## config.mk

```make
export PLATFORM = sky130hd
export DESIGN_NAME = output_tile_scheduler
export DESIGN_NICKNAME = d
export VERILOG_FILES = /design/src/rtl/output_tile_scheduler_pkg.sv /design/src/rtl/output_tile_scheduler_tile_counter2d.sv /design/src/rtl/output_tile_scheduler.sv
export SDC_FILE = /design/constraint.sdc
export NUM_CORES = 1
export LEC_CHECK = 0
export CAP_MARGIN = 20
export CORE_UTILIZATION = 44
export CTS_CLUSTER_DIAMETER = 50
export DETAILED_ROUTE_END_ITERATION = 8
export GPL_ROUTABILITY_DRIVEN = 0
export PLACE_DENSITY = 0.82
export SLEW_MARGIN = 20
export SYNTH_ARGS = -nofsm -noshare
export SYNTH_HDL_FRONTEND = slang
export SYNTH_SLANG_ARGS = --single-unit
```

## constraint.sdc

```tcl
create_clock -name clk -period 2.4 [get_ports clk]
set_input_delay 0.48 -clock clk [delete_from_list [all_inputs] [get_ports clk]]
set_output_delay 0.48 -clock clk [all_outputs]
set_load 0.02 [all_outputs]
```

## src/rtl/output_tile_scheduler_pkg.sv

```systemverilog
// Shared definitions for the output tile scheduler and its helpers.
//   - state_e        : scheduler FSM encoding
//   - DEF_*          : default geometry of the result matrix / systolic array
//   - NUM_SUBMATS_M/N: tile grid size for the default geometry
//   - LOG_ROWS/COLS  : log2 of the systolic array dimensions (default geometry)
//   - clog2_min1()   : $clog2 clamped to at least 1 bit, for counter widths
package output_tile_scheduler_pkg;

  localparam int DEF_MAX_OUT_ROWS = 128;
  localparam int DEF_MAX_OUT_COLS = 128;
  localparam int DEF_SYS_ARR_ROWS = 16;
  localparam int DEF_SYS_ARR_COLS = 16;
  localparam int DEF_ADDR_WIDTH   = 8;

  localparam int NUM_SUBMATS_M = DEF_MAX_OUT_ROWS / DEF_SYS_ARR_ROWS;
  localparam int NUM_SUBMATS_N = DEF_MAX_OUT_COLS / DEF_SYS_ARR_COLS;
  localparam int LOG_ROWS      = $clog2(DEF_SYS_ARR_ROWS);
  localparam int LOG_COLS      = $clog2(DEF_SYS_ARR_COLS);

  typedef enum logic [2:0] {
    S_IDLE  = 3'd0,
    S_ISSUE = 3'd1,
    S_ARM   = 3'd2,
    S_WAIT  = 3'd3,
    S_FIN   = 3'd4
  } state_e;

  // A single-tile grid still needs a 1-bit counter.
  function automatic int clog2_min1(input int v);
    return (v > 1) ? $clog2(v) : 1;
  endfunction

endpackage

```

## src/rtl/output_tile_scheduler_tile_counter2d.sv

```systemverilog
// tile_counter2d: row-major 2-D tile counter.
//   clk, reset   : clock, synchronous active-high reset
//   clear_i      : restart at tile (0,0)
//   adv_i        : step to the next tile (column first, wrap into next row)
//   last_row_i   : index of the final tile row
//   last_col_i   : index of the final tile column
//   row_o, col_o : current tile coordinates
//   last_o       : current tile is the final one of the grid
module tile_counter2d #(
  parameter int ROW_W = 3,
  parameter int COL_W = 3
) (
  input  logic             clk,
  input  logic             reset,
  input  logic             clear_i,
  input  logic             adv_i,
  input  logic [ROW_W-1:0] last_row_i,
  input  logic [COL_W-1:0] last_col_i,
  output logic [ROW_W-1:0] row_o,
  output logic [COL_W-1:0] col_o,
  output logic             last_o
);

  logic [ROW_W-1:0] row_q;
  logic [COL_W-1:0] col_q;

  always_ff @(posedge clk) begin
    if (reset || clear_i) begin
      row_q <= '0;
      col_q <= '0;
    end else if (adv_i) begin
      if (col_q == last_col_i) begin
        col_q <= '0;
        row_q <= row_q + ROW_W'(1);
      end else begin
        col_q <= col_q + COL_W'(1);
      end
    end
  end

  assign row_o  = row_q;
  assign col_o  = col_q;
  assign last_o = (row_q == last_row_i) && (col_q == last_col_i);

endmodule

```

## src/rtl/output_tile_scheduler.sv

```systemverilog
// output_tile_scheduler: walks every output tile of a result matrix in
// row-major order, issuing one store-controller start per tile and waiting
// for it to go idle, then pulses done.
//   clk, reset                   : clock, synchronous active-high reset
//   start                        : one-cycle request, ignored while busy
//   out_rows_m1, out_cols_m1     : matrix size minus one (latched at start)
//   base_addr                    : write address of tile (0,0) (latched)
//   activate, clear_after        : per-run store options (latched)
//   busy, done                   : run in progress / one-cycle completion
//   st_start                     : store-controller start pulse
//   st_done                      : store-controller idle level
//   st_submat_row/col            : current tile coordinates
//   st_num_rows_read/cols_read   : tile extent minus one (edge tiles shrink)
//   st_wr_base_addr              : tile write base address
//   st_activate, st_clear_after  : latched run options
module output_tile_scheduler
  import output_tile_scheduler_pkg::*;
#(
  parameter int MAX_OUT_ROWS = DEF_MAX_OUT_ROWS,
  parameter int MAX_OUT_COLS = DEF_MAX_OUT_COLS,
  parameter int SYS_ARR_ROWS = DEF_SYS_ARR_ROWS,
  parameter int SYS_ARR_COLS = DEF_SYS_ARR_COLS,
  parameter int ADDR_WIDTH   = DEF_ADDR_WIDTH,
  localparam int RW  = $clog2(MAX_OUT_ROWS),
  localparam int CW  = $clog2(MAX_OUT_COLS),
  localparam int LR  = $clog2(SYS_ARR_ROWS),
  localparam int LC  = $clog2(SYS_ARR_COLS),
  localparam int TRW = clog2_min1(MAX_OUT_ROWS / SYS_ARR_ROWS),
  localparam int TCW = clog2_min1(MAX_OUT_COLS / SYS_ARR_COLS)
) (
  input  logic                  clk,
  input  logic                  reset,
  input  logic                  start,
  input  logic [RW-1:0]         out_rows_m1,
  input  logic [CW-1:0]         out_cols_m1,
  input  logic [ADDR_WIDTH-1:0] base_addr,
  input  logic                  activate,
  input  logic                  clear_after,
  output logic                  busy,
  output logic                  done,
  output logic                  st_start,
  input  logic                  st_done,
  output logic [TRW-1:0]        st_submat_row,
  output logic [TCW-1:0]        st_submat_col,
  output logic [LR-1:0]         st_num_rows_read,
  output logic [LC-1:0]         st_num_cols_read,
  output logic [ADDR_WIDTH-1:0] st_wr_base_addr,
  output logic                  st_activate,
  output logic                  st_clear_after
);

  state_e                state_q, state_d;
  logic [RW-1:0]         rows_q, rows_d;
  logic [CW-1:0]         cols_q, cols_d;
  logic [ADDR_WIDTH-1:0] addr_q, addr_d;
  logic                  act_q, act_d;
  logic                  clr_q, clr_d;
  logic                  cnt_clear, cnt_adv, tile_last;
  logic [TRW-1:0]        last_row, cur_row;
  logic [TCW-1:0]        last_col, cur_col;

  assign last_row = TRW'(rows_q >> LR);
  assign last_col = TCW'(cols_q >> LC);

  tile_counter2d #(.ROW_W(TRW), .COL_W(TCW)) u_cnt (
    .clk        (clk),
    .reset      (reset),
    .clear_i    (cnt_clear),
    .adv_i      (cnt_adv),
    .last_row_i (last_row),
    .last_col_i (last_col),
    .row_o      (cur_row),
    .col_o      (cur_col),
    .last_o     (tile_last)
  );

  always_ff @(posedge clk) begin
    if (reset) begin
      state_q <= S_IDLE;
      rows_q  <= '0;
      cols_q  <= '0;
      addr_q  <= '0;
      act_q   <= 1'b0;
      clr_q   <= 1'b0;
    end else begin
      state_q <= state_d;
      rows_q  <= rows_d;
      cols_q  <= cols_d;
      addr_q  <= addr_d;
      act_q   <= act_d;
      clr_q   <= clr_d;
    end
  end

  always_comb begin
    state_d   = state_q;
    rows_d    = rows_q;
    cols_d    = cols_q;
    addr_d    = addr_q;
    act_d     = act_q;
    clr_d     = clr_q;
    cnt_clear = 1'b0;
    cnt_adv   = 1'b0;
    case (state_q)
      S_IDLE: if (start) begin
        rows_d    = out_rows_m1;
        cols_d    = out_cols_m1;
        addr_d    = base_addr;
        act_d     = activate;
        clr_d     = clear_after;
        cnt_clear = 1'b1;
        state_d   = S_ISSUE;
      end
      S_ISSUE: state_d = S_ARM;
      // The store controller still reports idle the cycle after its start.
      S_ARM:   state_d = S_WAIT;
      S_WAIT: if (st_done) begin
        if (tile_last) begin
          state_d = S_FIN;
        end else begin
          cnt_adv = 1'b1;
          addr_d  = addr_q + ADDR_WIDTH'(SYS_ARR_ROWS);
          state_d = S_ISSUE;
        end
      end
      S_FIN:   state_d = S_IDLE;
      default: state_d = S_IDLE;
    endcase
  end

  // All outputs decode registered state only; st_done never reaches them.
  assign busy             = (state_q != S_IDLE);
  assign done             = (state_q == S_FIN);
  assign st_start         = (state_q == S_ISSUE);
  assign st_submat_row    = cur_row;
  assign st_submat_col    = cur_col;
  assign st_num_rows_read = (cur_row == last_row) ? rows_q[LR-1:0] : '1;
  assign st_num_cols_read = (cur_col == last_col) ? cols_q[LC-1:0] : '1;
  assign st_wr_base_addr  = addr_q;
  assign st_activate      = act_q;
  assign st_clear_after   = clr_q;

endmodule
```

==> tab_implementation.tex <==
\begin{tabular}{lr}
\hline
Metric & Value \\
\hline
\multicolumn{2}{l}{\textbf{Route}} \\
Total via count after detailed routing & 1457 \\
Average via count per standard cell & 5.04 \\
Final WL & 3490 um \\
Final antenna-violating net count & 0 \\
Drc violations & 0 \\
Avg WL per Cell & 12.1 um \\
Starting DRC count in detailed routing & 70 \\
Number of optimization iterations in the first detailed-route pass & 4 \\
\multicolumn{2}{l}{\textbf{Final layout}} \\
Post-layout instance count excluding filler cells & 289 \\
Most frequent cells in the layout & 50 x sky130\_fd\_sc\_hd\_\_clkdlybuf4s50\_1, 44 x sky130\_fd\_sc\_hd\_\_nand2\_1, 33 x sky130\_fd\_sc\_hd\_\_dfxtp\_1 \\
Final \#Nets & 273 \\
Post-route standard cell area excluding fillers & 2230 um2 \\
Antenna cells & 0 \\
Synthesis-to-layout area growth & 44.4\% \\
Layout cells sized above 1 & 0.115 \\
Most common cell after layout, fill and taps aside & sky130\_fd\_sc\_hd\_\_clkdlybuf4s50\_1 \\
\multicolumn{2}{l}{\textbf{Clocking}} \\
Largest buffer count on any clock path & 2 \\
TritonCTS buffer count & 5 \\
Clock tree root driver cell & sky130\_fd\_sc\_hd\_\_clkbuf\_4 \\
Hold buffers post-CTS & 0 \\
Clock sinks & 33 \\
H-Tree Level Count & 2 \\
Clock latency on the worst-skew pair & 0.33 ns \\
Clock transition at the registers of the reported paths & 0.10 ns \\
CTS tree & yes \\
\multicolumn{2}{l}{\textbf{Die}} \\
Floorplan core area & 3340 um2 \\
Horizontal die dimension & 61.2 um \\
Chip height & 61.2 um \\
Initial cell density of the core & 0.462 \\
Die ar. & 3740 um2 \\
\# rows & 21 \\
Total I/O pin count & 55 \\
\multicolumn{2}{l}{\textbf{Timing}} \\
Relative slew slack & 0.586 \\
Peak Freq & 435 MHz \\
Fin Clk Skew & 0.00261 ns \\
Final critical-path required period & 2.30 ns \\
Number of slew-limit violations in the final report & 0 \\
Total count of hold-check failures in the final report & 0 \\
Count of endpoints failing setup in the final report & 0 \\
Post-route fraction of the period consumed by the critical path & 0.959 \\
Transition time of the tightest slew-check pin & 0.616 ns \\
\multicolumn{2}{l}{\textbf{Power and ir drop}} \\
Worst-case vdd ir drop & 0.408 mV \\
Design Power & 1.56 mW \\
Power per Cell Area & 700 nW/um2 \\
Leakage & 0.886 nW \\
\multicolumn{2}{l}{\textbf{Flow run}} \\
Max-capacitance violation count & 0 \\
\multicolumn{2}{l}{\textbf{Logic synthesis}} \\
Number of nets in the synthesized netlist & 216 \\
Portion of the post-synthesis area used by sequential elements & 0.429 \\
Post-synthesis cell area & 1540 um2 \\
Cell count after synthesis & 185 \\
Unique masters post-synth & 37 \\
Number of synthesized register bits & 33 \\
Yosys warns & 0 \\
Mapped Avg Cell Area & 8.33 um2 \\
\multicolumn{2}{l}{\textbf{Placement}} \\
Number of port buffers & 54 \\
Area after DPL & 2120 um2 \\
HPWL after detailed placement & 2450 um \\
Inst Count DP & 280 \\
\multicolumn{2}{l}{\textbf{Critical path}} \\
Crit path required time & 1.92 ns \\
Critical Path Start Type & register \\
Crit path max fanout & 7 \\
Critical path start-end classification & register to output pin \\
Worst EP arrival & 1.82 ns \\
Critical Path End Type & output pin \\
\multicolumn{2}{l}{\textbf{Global route}} \\
Global routing usage summed across all routing layers & 0.209 \\
Maximum number of pins on one net before global-route repair & 32 \\
Antenna violations before repair & 0 \\
Global-route wire length before repair & 5650 um \\
Via count of the first global-routing pass & 1348 \\
Overflow after GRT & 0 \\
\multicolumn{2}{l}{\textbf{Run status}} \\
Result of the run & finished, final reports clean \\
\multicolumn{2}{l}{\textbf{Worst hold path}} \\
Tightest Hold Check Type & register to register \\
\hline
\end{tabular}
-- per-layer routing --
metal / vias to the layer above / GRT usage / routed length, um / share of wire
met5: - / 0 / 0 / 0
met1: 671 / 0.243 / 1530 / 0.44
met4: 0 / 0.130 / 51 / 0.015
met3: 5 / 0.0546 / 179 / 0.051
met2: 40 / 0.343 / 1730 / 0.49
li1: 741 / - / - / -
-- worst paths after layout --
check            startpoint                   to  depth (start not counted)  slack, ns
max reg2reg      state_q[0]   st_wr_base_addr[6]                          5       0.54
max          u_cnt.row_o[0]  st_num_rows_read[0]                          4        0.1
min               cols_q[1]            cols_q[1]                          2       0.45
min reg2reg       cols_q[1]            cols_q[1]                          2       0.45
-- critical path, cell delays in order, from the launching register on --
cell                              delay (ns)
sky130_fd_sc_hd__dfxtp_1                0.45
sky130_fd_sc_hd__xnor2_2                0.16
sky130_fd_sc_hd__and3_4                 0.28
sky130_fd_sc_hd__nand2b_1               0.08
sky130_fd_sc_hd__clkdlybuf4s50_1        0.53
-- cell families after synthesis --
kind of cell	share of synthesized area
compound gates	0.142
xor+xnor	0.0568
fa+ha+maj	0.0244
buf+inv	0.0406
flops	0.429
mux	0.0130
simple gates	0.295
-- power breakdown --
| part | internal (mW) | switching [mW] |
|---|---|---|
| combinational | 0.265 | 0.292 |
| sequential | 0.601 | 0.0485 |
| clock | 0.170 | 0.182 |
| total | 1.04 | 0.522 |
-- per-stage QoR --
stage,setup WS [ns],TNS (ns),utilization,hold slack (ns)
3_3_place_gp,0.0337,0,0.636,0.436
2_1_floorplan,0.581,0,-,0.431
4_1_cts,0.00412,0,0.658,0.455
5_1_grt,-0.000935,-0.000935,0.667,0.467
6_report,0.0992,0,0.667,0.453
3_5_place_dp,0.00204,0,0.636,0.441
-- layout make-up --
cell class	instances	area, um2
Clock buffer	7	65.1
Sequential cell	33	661
Inverter	2	7.51
Fill cell	296	1110
Multi-Input combinational cell	140	846
Clock inverter	1	5.00
Timing Repair Buffer	60	584
Tap cell	46	57.6
-- repair_timing --
item / in CTS / in global routing
setup endpoints to repair: 5 / 5
pin swaps: 1 / 0
buffers inserted: 1 / 0
gates resized for setup: 4 / 5
-- synth_stat cells (all sizes together) --
library cell	count	area (um2)
or3	1	6.26
nor2	6	22.5
a21oi	25	136
o21ai	1	5.00
a32o	2	20.0
and2	2	12.5
or2	1	6.26
buf	4	32.5
a21bo	1	10.0
nand2	44	165
nand3b	3	22.5
o32ai	1	8.76
nand2b	9	56.3
clkbuf	6	22.5
and3b	2	22.5
inv	2	7.51
and3	2	13.8
xor2	6	52.6
xnor2	4	35.0
nor3	7	40.0
nor3b	1	7.51
nor4	2	12.5
mux2i	2	20.0
or4	2	20.0
a21boi	2	15.0
nand4	1	6.26
a311oi	2	23.8
ha	3	37.5
dfxtp	33	661
nand3	8	40.0
-- registers in the layout, indices dropped and copies added (netlist names) --
| signal | cells |
|---|---|
| cols_q | 7 |
| rows_q | 7 |
| st_activate | 1 |
| st_clear_after | 1 |
| st_wr_base_addr | 8 |
| state_q | 3 |
| u_cnt.col_o | 3 |
| u_cnt.row_o | 3 |
Note: power is estimated with default switching activity, not from simulation.
